==> src/rtl/ifetch_pkg.sv <==
// ifetch_pkg: shared state encoding and constants for the instruction fetch unit
package ifetch_pkg;
  typedef enum logic [1:0] {IDLE, RUN, HALT} fetch_state_e;
  localparam logic [4:0] HALT_PREFIX = 5'b11111;
  localparam int IFETCH_INSTR_W = 9;
  localparam int IFETCH_PC_W = 10;
endpackage

==> src/rtl/instr_fetch_if.sv <==
// instr_fetch_if: ROM bus, decoder handshake and branch redirect between fetch unit and its environment
interface instr_fetch_if
  import ifetch_pkg::*;
#(
  parameter int PC_W = IFETCH_PC_W,
  parameter int INSTR_W = IFETCH_INSTR_W
);
  logic imem_rd_en;
  logic [PC_W-1:0] imem_addr;
  logic [INSTR_W-1:0] imem_rdata;
  logic [INSTR_W-1:0] instr_out;
  logic instr_valid;
  logic instr_ready;
  logic branch_taken;
  logic [PC_W-1:0] branch_target;
  logic done;
  modport master (
    output imem_rd_en, imem_addr, instr_out, instr_valid, done,
    input imem_rdata, instr_ready, branch_taken, branch_target
  );
  modport slave (
    input imem_rd_en, imem_addr, instr_out, instr_valid, done,
    output imem_rdata, instr_ready, branch_taken, branch_target
  );
endinterface

==> src/rtl/ifetch_queue.sv <==
// ifetch_queue: 2-entry prefetch FIFO with flush; head reads as zero when empty
module ifetch_queue #(
  parameter int W = 9
) (
  input  logic         clk,
  input  logic         rst_n,
  input  logic         push,
  input  logic         pop,
  input  logic         flush,
  input  logic [W-1:0] din,
  output logic [W-1:0] head,
  output logic [1:0]   count
);
  logic [W-1:0] mem [2];
  logic rp, wp;
  always_ff @(posedge clk or negedge rst_n)
    if (!rst_n) begin
      rp <= 1'b0;
      wp <= 1'b0;
      count <= 2'd0;
    end else if (flush) begin
      rp <= 1'b0;
      wp <= 1'b0;
      count <= 2'd0;
    end else begin
      if (push) wp <= ~wp;
      if (pop) rp <= ~rp;
      count <= count + {1'b0, push} - {1'b0, pop};
    end
  always_ff @(posedge clk)
    if (push && !flush) mem[wp] <= din;
  assign head = (count != 2'd0) ? mem[rp] : '0;
endmodule

==> src/rtl/instr_fetch.sv <==
// instr_fetch: PC, run/halt FSM and branch redirect feeding a 2-entry prefetch queue.
// Defining IFETCH_PERF_EN adds saturating retired_cnt/stall_cnt outputs.
module instr_fetch
  import ifetch_pkg::*;
#(
  parameter int PC_W = IFETCH_PC_W,
  parameter int INSTR_W = IFETCH_INSTR_W,
  parameter logic [PC_W-1:0] RESET_PC = '0
) (
  input logic clk,
  input logic rst_n,
  input logic start,
  instr_fetch_if.master bus
`ifdef IFETCH_PERF_EN
  ,
  output logic [15:0] retired_cnt,
  output logic [15:0] stall_cnt
`endif
);
  fetch_state_e state, state_nx;
  logic [PC_W-1:0] pc;
  logic [1:0] count;
  logic inflight, done_q, go, xfer, halt_w, halt_xfer, redirect, flush, push, issue;
  assign go = start && (state != RUN);
  assign xfer = bus.instr_valid && bus.instr_ready;
  assign halt_w = bus.instr_out[INSTR_W-1 -: 5] == HALT_PREFIX;
  assign halt_xfer = xfer && halt_w;
  assign redirect = xfer && (halt_w || bus.branch_taken);
  assign flush = go || redirect;
  // data of a read issued last cycle is dropped if the stream is redirected now
  assign push = inflight && !flush;
  // a word leaving this cycle frees its slot, which keeps the stream at one word per cycle
  assign issue = (state == RUN) && !redirect &&
                 (({1'b0, count} + {2'b0, inflight} - {2'b0, xfer}) < 3'd2);
  always_ff @(posedge clk or negedge rst_n)
    if (!rst_n) state <= IDLE;
    else state <= state_nx;
  always_comb
    state_nx = go ? RUN : ((state == RUN) && halt_xfer) ? HALT : state;
  always_ff @(posedge clk or negedge rst_n)
    if (!rst_n) begin
      pc <= RESET_PC;
      inflight <= 1'b0;
      done_q <= 1'b0;
    end else begin
      pc <= go ? RESET_PC : (redirect && !halt_w) ? bus.branch_target : issue ? pc + 1'b1 : pc;
      inflight <= issue;
      done_q <= go ? 1'b0 : ((state == RUN) && halt_xfer) ? 1'b1 : done_q;
    end
  ifetch_queue #(.W(INSTR_W)) u_queue (
    .clk   (clk),
    .rst_n (rst_n),
    .push  (push),
    .pop   (xfer),
    .flush (flush),
    .din   (bus.imem_rdata),
    .head  (bus.instr_out),
    .count (count)
  );
  assign bus.instr_valid = count != 2'd0;
  assign bus.imem_rd_en = issue;
  assign bus.imem_addr = pc;
  assign bus.done = done_q;
`ifdef IFETCH_PERF_EN
  always_ff @(posedge clk or negedge rst_n)
    if (!rst_n) begin
      retired_cnt <= '0;
      stall_cnt <= '0;
    end else if (go) begin
      retired_cnt <= '0;
      stall_cnt <= '0;
    end else if (state == RUN) begin
      if (xfer && retired_cnt != '1) retired_cnt <= retired_cnt + 16'd1;
      if (!xfer && stall_cnt != '1) stall_cnt <= stall_cnt + 16'd1;
    end
`endif
endmodule
==> src/flat_wrapper.sv <==
// flat-port wrapper written by rule: the top's interface ports become plain ports
module instr_fetch_flat import ifetch_pkg::*;
#(
  parameter int PC_W = IFETCH_PC_W,
  parameter int INSTR_W = IFETCH_INSTR_W,
  parameter logic [PC_W-1:0] RESET_PC = '0
)
  (clk, rst_n, start, bus_imem_rd_en, bus_imem_addr, bus_instr_out, bus_instr_valid, bus_done, bus_imem_rdata, bus_instr_ready, bus_branch_taken, bus_branch_target);
  instr_fetch_if #(.PC_W(PC_W), .INSTR_W(INSTR_W)) bus_i ();
  input logic clk;
  input logic rst_n;
  input logic start;
  output wire logic [$bits(bus_i.imem_rd_en)-1:0] bus_imem_rd_en;
  output wire logic [$bits(bus_i.imem_addr)-1:0] bus_imem_addr;
  output wire logic [$bits(bus_i.instr_out)-1:0] bus_instr_out;
  output wire logic [$bits(bus_i.instr_valid)-1:0] bus_instr_valid;
  output wire logic [$bits(bus_i.done)-1:0] bus_done;
  input wire logic [$bits(bus_i.imem_rdata)-1:0] bus_imem_rdata;
  input wire logic [$bits(bus_i.instr_ready)-1:0] bus_instr_ready;
  input wire logic [$bits(bus_i.branch_taken)-1:0] bus_branch_taken;
  input wire logic [$bits(bus_i.branch_target)-1:0] bus_branch_target;
  assign bus_imem_rd_en = bus_i.imem_rd_en;
  assign bus_imem_addr = bus_i.imem_addr;
  assign bus_instr_out = bus_i.instr_out;
  assign bus_instr_valid = bus_i.instr_valid;
  assign bus_done = bus_i.done;
  assign bus_i.imem_rdata = bus_imem_rdata;
  assign bus_i.instr_ready = bus_instr_ready;
  assign bus_i.branch_taken = bus_branch_taken;
  assign bus_i.branch_target = bus_branch_target;
  instr_fetch #(.PC_W(PC_W), .INSTR_W(INSTR_W), .RESET_PC(RESET_PC)) u_core (.clk(clk), .rst_n(rst_n), .start(start), .bus(bus_i));
endmodule
==> config.mk <==
export PLATFORM = sky130hd
export DESIGN_NAME = instr_fetch_flat
export DESIGN_NICKNAME = d
export VERILOG_FILES = /design/src/rtl/ifetch_pkg.sv /design/src/rtl/instr_fetch_if.sv /design/src/rtl/ifetch_queue.sv /design/src/rtl/instr_fetch.sv /design/src/flat_wrapper.sv
export SDC_FILE = /design/constraint.sdc
export NUM_CORES = 1
export LEC_CHECK = 0
export BUFFER_PORTS_ARGS = -buffer_cell sky130_fd_sc_hd__buf_4
export CAP_MARGIN = 40
export CORE_MARGIN = 2
export CORE_UTILIZATION = 56
export DETAILED_ROUTE_END_ITERATION = 8
export PLACE_DENSITY = 0.83
export SLEW_MARGIN = 20
export SYNTH_ARGS = -nofsm -noshare
export SYNTH_HDL_FRONTEND = slang
export SYNTH_SLANG_ARGS = --single-unit
==> constraint.sdc <==
create_clock -name clk -period 5.7 [get_ports clk]
set_input_delay 1.14 -clock clk [delete_from_list [all_inputs] [get_ports clk]]
set_output_delay 1.14 -clock clk [all_outputs]
set_load 0.05 [all_outputs]
==> results.json <==
{
  "cp_common_cell": "buf_4",
  "cp-start-kind": "input port",
  "core_area_sq_um": 3050,
  "crit_slowest_cell": "fa_1",
  "fin_tns_setup_ps": 0,
  "cp_top_family": "adder cells",
  "antenna_found_initial": 0,
  "rsz0062_at_grt": "false",
  "grt_usage_pct": 22.8,
  "skew_ps": 15.2,
  "whs_ps": 574,
  "clockBufferDepth": 2,
  "fp.dieW_microns": 60.8,
  "slowest_delay_ps": 440,
  "cp-end-kind": "output port",
  "critPathBufInv": 3,
  "die_h_microns": 60.8,
  "crit_type": "in2out",
  "grt_max_degree": 18,
  "seqCellArea_sq_um": 966,
  "synth_top_area_share_pct": 29.9,
  "grt_pass1_wl_microns": 6090,
  "slew_headroom_pct": 44.9,
  "timing.rr.start": "u_core.u_queue.count[1]",
  "hp-class": "reg2reg",
  "dr.first_iter.drc_count": 63,
  "synth_edf_count": 18,
  "ys.flop_type": "edfxtp_1",
  "start_util_pct": 59.2,
  "antenna_cells": 0,
  "placed_cells": 247,
  "viasPerCell": 5.69,
  "ys_types": 42,
  "ys_seq_area_share_pct": 53.4,
  "multi_input_area_sq_um": 756,
  "cts_tree": "built",
  "postCtsHoldBufs": 0,
  "avgSynthCellArea_sq_um": 11.1,
  "cts_inserted_buffers": 5,
  "ant_nets": 0,
  "num_rows": 20,
  "grt-ovfl-total": 0,
  "io_buffers": 45,
  "min_to": "u_core.state[0]",
  "reg2reg_depth": 9,
  "outcome": "finished, final reports clean",
  "critPathArrivalTime_ps": 3470,
  "fin_crit_ps": 4610,
  "worstMarginPinSlew_ps": 823,
  "finalHoldViolCount": 0,
  "clkLatencyLatePin_ps": 340,
  "route.vias.total": 1451,
  "maxCapViolations": 0,
  "fillerInstances": 238,
  "dr.pass1.iters": 4,
  "drcViolationCount": 0,
  "r2r-end": "u_core.bus.imem_addr[8]",
  "wirelength_microns": 3750,
  "ys_ff_latch": 35,
  "syn-cell-area_sq_um": 1810,
  "clk_pin_slew_ps": 90,
  "finalMaxSlewViolations": 0,
  "dpl_cell_area_sq_um": 2160,
  "synth_top_cell_by_area": "edfxtp_1",
  "dieArea_sq_um": 3700,
  "final_nets": 239,
  "routabilityCongestion": 0.793,
  "syn-num-nets": 192,
  "cts_setup_buffers": 0,
  "fin_cells": 255,
  "synthArstFlopShare_pct": 48.6,
  "boundaryPins": 46,
  "yosys-top-cells-area": "edfxtp_1 (30%), dfrtp_1 (24%), mux2i_1 (5.5%)",
  "drive_above_1_share_pct": 28.0,
  "finalInstanceArea_sq_um": 2210,
  "path_max_fanout": 11,
  "rrSetupSlack_ps": 2510,
  "wl_per_cell_microns": 14.7,
  "ctsResizeCount": 0,
  "worstHoldPathCells": 1,
  "grt_pass1_vias": 1408,
  "synthCells": 163,
  "setup_viol": 0,
  "hold_start": "u_core.state[0]",
  "finalCritPeriodShare_pct": 80.9,
  "root_buffer": "clkbuf_4",
  "h-tree-depth": 2,
  "critical_path_required_ps": 4560,
  "worstPathCellList": "buf_4 -> o21a_1 -> ha_1 -> nor2b_1 -> fa_1 -> or3b_4 -> nor3_4 -> a21oi_2 -> inv_1 -> buf_4",
  "clkSinkCount": 35,
  "yosys_warnings": 0,
  "syn_to_final_growth_pct": 22.5,
  "dp_hpwl_microns": 2780,
  "timing.fmax_mhz": 217
}
## layout by cell type, fill, tap and decap left out, types with 2 or more instances in the layout
| cell type | n |
|---|---|
| nand2_1 | 3 |
| dfrtp_1 | 17 |
| nor2_1 | 19 |
| and3_1 | 2 |
| nor3_1 | 4 |
| o21ai_0 | 17 |
| xor2_1 | 2 |
| xnor2_1 | 3 |
| a21oi_1 | 4 |
| buf_4 | 46 |
| ha_1 | 4 |
| inv_1 | 10 |
| nor3b_1 | 3 |
| nor4_1 | 2 |
| mux2i_1 | 10 |
| nand3_1 | 7 |
| clkbuf_4 | 5 |
| edfxtp_1 | 18 |
| or3_1 | 5 |
| a31oi_1 | 4 |
| nand4_1 | 3 |
| o21a_1 | 2 |
## registers in the layout, indices dropped and copies added (netlist names)
name	cells
u_core.u_queue.rp	1
u_core.inflight	1
u_core.state	2
u_core.u_queue.mem	18
u_core.u_queue.count	2
u_core.u_queue.wp	1
u_core.bus.imem_addr	10
## stage by stage
stage | worst slack (ps) | util (%)
4_1_cts | 1080 | 72.5
3_3_place_gp | 1210 | 70.7
3_5_place_dp | 1090 | 70.7
6_report | 1090 | 72.5
2_1_floorplan | 1330 | -
5_1_grt | 966 | 72.5
## cell usage after synthesis, types with 2 or more instances
master,count
a31oi_1,4
nor4_1,2
ha_1,4
nand4_1,3
inv_1,10
xnor2_1,3
nor3b_1,3
mux2i_1,10
o21a_1,2
buf_6,3
o21ai_0,17
nand3_1,7
xor2_1,2
edfxtp_1,18
nor2_1,19
dfrtp_1,17
and3_1,2
a21oi_1,4
or3_1,5
nand2_1,3
nor3_1,4
## final cells by class
| cell class | count | area share [%] |
|---|---|---|
| Tap cell | 44 | 2.49 |
| Clock inverter | 2 | 0.621 |
| Sequential cell | 35 | 43.6 |
| Timing Repair Buffer | 46 | 15.6 |
| Multi-Input combinational cell | 112 | 34.1 |
| Inverter | 10 | 1.69 |
| Clock buffer | 6 | 1.86 |
## worst max path at each step
| stage | start | to | slack (ps) | cells past startpoint |
|---|---|---|---|---|
| detailed placement | bus_instr_ready | bus_imem_rd_en | 1090 | 10 |
| finish | bus_instr_ready | bus_imem_rd_en | 1090 | 10 |
| CTS | bus_instr_ready | bus_imem_rd_en | 1080 | 10 |
| global route | bus_instr_ready | bus_imem_rd_en | 970 | 10 |
| global placement | bus_instr_ready | bus_imem_rd_en | 1210 | 10 |
| floorplan | bus_instr_ready | bus_imem_rd_en | 1330 | 10 |
## routing by layer
metal,vias to the layer above,part of all wire (%),GRT usage (%)
met4,0,1.5,9.01
met2,45,51,39.3
li1,693,-,-
met3,9,4.6,5.76
met1,704,43,27.4
met5,-,0,0
## cell families (layout without fill, tap and decap cells)
kind of cell / Yosys count / in the layout / synth area share, %
xor+xnor: 6 / 6 / 3.32
flops: 35 / 35 / 53.4
fa+ha+maj: 5 / 5 / 3.88
buf+inv: 16 / 64 / 4.77
mux: 10 / 10 / 5.54
simple gates: 55 / 55 / 16.7
compound gates: 36 / 36 / 12.4
Power is left out: the tool's default activity adds up to more than one toggle a clock period on the data nets, which glitch-free logic cannot reach.
